--- src/rtl/uart_receiver_if.sv ---
// Serial RX line and received-byte outputs of the one-bit-per-clock UART receiver.
// The master drives the line; the slave is the receiver.
interface uart_receiver_if;
    logic       recieverInput;
    logic [7:0] byteRecieved;
    logic       done;

    modport master (
        output recieverInput,
        input  byteRecieved,
        input  done
    );

    modport slave (
        input  recieverInput,
        output byteRecieved,
        output done
    );
endinterface

--- src/rtl/uart_receiver.sv ---
// UART receiver, one bit per clock: 1 start, 8 data (LSB first), 1 stop, no parity.
// Pulses done for one cycle with the assembled byte when the stop bit is high.
module uart_receiver (
    input  logic            clk,
    input  logic            rst,
    uart_receiver_if.slave  bus
);
    typedef enum logic [1:0] {
        IDLE  = 2'd0,
        START = 2'd1,
        SEND  = 2'd2,
        STOP  = 2'd3
    } uartUtil_e;

    uartUtil_e  stateCounter;
    uartUtil_e  nextState;
    logic [2:0] recieveCounter;
    logic [7:0] byteRecieved_q;
    logic       done_q;
    logic       shiftEn;

    always_comb begin
        nextState = IDLE;
        case (stateCounter)
            IDLE:    nextState = bus.recieverInput ? IDLE : START;
            START:   nextState = SEND;
            SEND:    nextState = (recieveCounter == 3'd7) ? STOP : SEND;
            STOP:    nextState = IDLE;
            default: nextState = IDLE;
        endcase
    end

    // Bit 0 is sampled on the START->SEND edge, bit 7 on the SEND->STOP edge.
    assign shiftEn = (nextState == SEND) || ((stateCounter == SEND) && (nextState == STOP));

    always_ff @(posedge clk) begin
        if (!rst) begin
            stateCounter   <= IDLE;
            recieveCounter <= 3'd0;
            byteRecieved_q <= 8'd0;
            done_q         <= 1'b0;
        end else begin
            stateCounter <= nextState;
            done_q       <= (stateCounter == STOP) && bus.recieverInput;
            if (shiftEn) begin
                byteRecieved_q <= {bus.recieverInput, byteRecieved_q[7:1]};
                recieveCounter <= recieveCounter + 3'd1;
            end
        end
    end

    assign bus.byteRecieved = byteRecieved_q;
    assign bus.done         = done_q;
endmodule

--- src/flat_wrapper.sv ---
// flat-port wrapper written by rule: the top's interface ports become plain ports
module uart_receiver_flat 
  (clk, rst, bus_recieverInput, bus_byteRecieved, bus_done);
  uart_receiver_if bus_i ();
  input  logic clk;
  input  logic rst;
  input wire logic [$bits(bus_i.recieverInput)-1:0] bus_recieverInput;
  output wire logic [$bits(bus_i.byteRecieved)-1:0] bus_byteRecieved;
  output wire logic [$bits(bus_i.done)-1:0] bus_done;
  assign bus_i.recieverInput = bus_recieverInput;
  assign bus_byteRecieved = bus_i.byteRecieved;
  assign bus_done = bus_i.done;
  uart_receiver u_core (.clk(clk), .rst(rst), .bus(bus_i));
endmodule
--- config.mk ---
export PLATFORM = sky130hd
export DESIGN_NAME = uart_receiver_flat
export DESIGN_NICKNAME = d
export VERILOG_FILES = /design/src/rtl/uart_receiver_if.sv /design/src/rtl/uart_receiver.sv /design/src/flat_wrapper.sv
export SDC_FILE = /design/constraint.sdc
export NUM_CORES = 1
export LEC_CHECK = 0
export ABC_AREA = 0
export ABC_CLOCK_PERIOD_IN_PS = 1300
export CELL_PAD_IN_SITES_DETAIL_PLACEMENT = 0
export CELL_PAD_IN_SITES_GLOBAL_PLACEMENT = 1
export CORE_UTILIZATION = 33
export CTS_CLUSTER_DIAMETER = 50
export DETAILED_ROUTE_END_ITERATION = 6
export GPL_TIMING_DRIVEN = 0
export PLACE_DENSITY = 0.8
export SLEW_MARGIN = 40
export SYNTH_ARGS = -nofsm -noshare
export SYNTH_HDL_FRONTEND = slang
export SYNTH_SLANG_ARGS = --single-unit
--- constraint.sdc ---
create_clock -name clk -period 1.3 [get_ports clk]
set_input_delay 0.26 -clock clk [delete_from_list [all_inputs] [get_ports clk]]
set_output_delay 0.26 -clock clk [all_outputs]
set_load 0.01 [all_outputs]
==> implementation parameters <==
Parameter                              Value

Pwr
  Pwr/cell area    1160 mW/mm^2
  Max IR drop VDD    0.646 mV
  Static Leakage    0.335 nW
  Pwr Total    0.000833 W

Timing
  Final Max Slew Viols    0
  Number of hold-slack violations in the final timing report    0
  Finish-stage setup viols    0
  Slew of the pin with the lowest slew margin    353 ps
  Clock period minus final worst setup slack    1200 ps
  Slew margin rel.    76.5%
  Worst-case setup margin in the final layout    98.5 ps
  Highest Clock Rate    832 MHz
  Clock skew    0.641 ps
  Unrepaired setup endpoints after global routing    no
  Portion of the clock cycle consumed by the worst path in the final layout    92.4%

Detailed routing
  Number of vias per cell    4.49
  DRC errors left    1
  Via count    355
  Routed Wire Length    881 um
  Routed WL per cell    11.2 um
  Number of routed nets with antenna violations    0
  Initial detailed-routing violation count    1
  Number of detailed-routing iterations run before antenna repair    5

Floorplanning
  Chip width    43.8 um
  Area of the core region    0.00158 mm^2
  Chip height    43.8 um
  Initial core utilization    36.6%
  Num ports    12
  Die outline area    0.00192 mm^2
  # rows    14

Finish
  Synthesis-to-finish area growth    24.9%
  Final nets    73
  Post-route non-filler standard cell count    79
  Fraction of final layout cells with drive strength greater than 1    9.52%
  Final design utilization    45.7%
  Count of antenna diodes in the layout    0
  Most frequent standard cell in the layout excluding fill and tap cells    dfxtp_1
  Filler cell count in the final layout    160
  Top library cells by usage in the layout, fill and taps aside    dfxtp_1 (13), mux2i_1 (10), nor2b_1 (10)

Logic synthesis
  Post-synthesis average cell area    11.5 um^2
  Flops & latches, synth    14
  Cell area after technology mapping    577 um^2
  Nets in the synthesized netlist    58
  Post-synthesis instance total    50
  Portion of the post-synthesis area used by sequential elements    48.6%
  Warning count from the yosys run    0
  Post-synthesis cell type count    14

Clocking
  Number of CTS-inserted buffers    3
  Clock tree from TritonCTS    yes
  Clock Sink Count    14
  Clock transition at path regs    80 ps
  # Post-CTS Setup Buffers    0
  CTS H-tree lvls    1
  CTS max path bufs    2
  Clock insertion delay at the later pin of the skew report    270 ps
  Root Buffer    clkbuf_4

Global route
  Antenna violations before repair    0
  Largest net degree at the start of global routing    11
  Vias in the first global route    340
  Global-route wire length before repair    1510 um
  Overall Global Routing Usage    11.1%
  Total gr overflow    0

Placement
  PortBufs    11
  HPWL after DPL    606 um
  Setup Slack @ Placement    -146 ps
  DP Cell Count    77
  Final estimated routing congestion in global placement    0.679

Worst setup path
  Critical path start-end classification    flop to flop
  Worst Path Max Fanout    12
  Critical path, cell by cell    inv_1 > ha_4 > mux2i_1 > nor2b_1
  Kind of start point of the critical path    flop
  Kind of end point of the critical path    flop
  Data arrival, critical path    1370 ps
  Worst EP required    1470 ps
  Peak per-stage delay on the critical path    390 ps
  Crit path max-delay cell type    ha_4

Min path
  Min-delay worst type    flop to flop

Job
  Max capacitance violation total    0

Run status
  Outcome    finished with violations
  Violated checks    DRC
[cells by family after synthesis]
family                   after synthesis  share of synthesized area [%]
AND/OR/NAND/NOR                       16                           17.8
flip-flops                            14                           48.6
multiplexers                          10                           17.4
adder cells (fa/ha/maj)                5                           10.8
buffers and inverters                  4                           3.90
XOR/XNOR                               1                           1.52
[report_power, final]
group          switching, W  leakage, nW  internal (W)
clock              0.000129       0.0138      0.000107
sequential        0.0000133        0.114      0.000449
combinational     0.0000598        0.207     0.0000737
total              0.000202        0.335      0.000630
[layout make-up]
type,instances,area [um^2],share of cell area [%]
multi-input combinational,32,287,39.8
sequential,14,282,39.1
timing repair buffer,11,98.8,13.7
clock buffer,3,22.5,3.13
tap,16,20.0,2.78
inverter,2,7.51,1.04
buffer,1,3.75,0.521
[per-stage QoR]
stage	TNS, ps	hold slack (ps)	cell area, um^2
final	0	508	721
after global routing	0	543	721
after CTS	0	518	731
after detailed placement	-1090	501	707
after global placement	-887	495	707
after floorplan	0	388	577
[repair_timing]
action	CTS	global route
hold buffers	0	0
endpoints found under the hold margin	0	0
pin swaps	0	1
setup endpoints to repair	18	7
resized for setup	10	1
[critical path: cells and delay by family (launching register included)]
kind | cells | cell delay, ps
adder cells (fa/ha/maj) | 1 | 390
buffers and inverters | 1 | 80
flip-flops | 1 | 360
multiplexers | 1 | 210
AND/OR/NAND/NOR | 1 | 60
[per-layer routing]
| layer | routed length [um] | up-vias | track usage, % |
|---|---|---|---|
| met5 | 0 | - | 0 |
| met4 | 23 | 0 | 7.50 |
| met3 | 49 | 2 | 3.75 |
| met2 | 337 | 10 | 15.5 |
| met1 | 469 | 152 | 14.3 |
| li1 | - | 191 | - |
[state kept, by name (all words and copies together) (netlist names)]
signal / flops
u_core.bus.byteRecieved: 8
u_core.bus.done: 1
u_core.recieveCounter: 3
u_core.stateCounter: 2
[cells in the mapped netlist]
| library cell | instances | area [um^2] |
|---|---|---|
| and2_2 | 1 | 7.51 |
| nand4b_1 | 1 | 8.76 |
| nand3b_1 | 1 | 7.51 |
| clkbuf_1 | 1 | 3.75 |
| nor2b_1 | 10 | 62.6 |
| mux2i_1 | 10 | 100 |
| xor2_1 | 1 | 8.76 |
| inv_1 | 2 | 7.51 |
| dfxtp_1 | 14 | 280 |
| nand2_1 | 1 | 3.75 |
| and2_1 | 1 | 6.26 |
| buf_6 | 1 | 11.3 |
| and3_1 | 1 | 6.26 |
| ha_1 | 5 | 62.6 |
[worst paths after layout]
kind / from / end / slack (ps) / depth (start not counted)
setup / recovery: u_core.stateCounter[1] / u_core.bus.byteRecieved[3] / 100 / 4
hold / removal: u_core.bus.byteRecieved[0] / u_core.bus.byteRecieved[0] / 510 / 2
setup reg to reg: u_core.stateCounter[1] / u_core.bus.byteRecieved[3] / 100 / 4
hold reg to reg: u_core.bus.byteRecieved[0] / u_core.bus.byteRecieved[0] / 510 / 2
(Power assumes the default switching activity.)
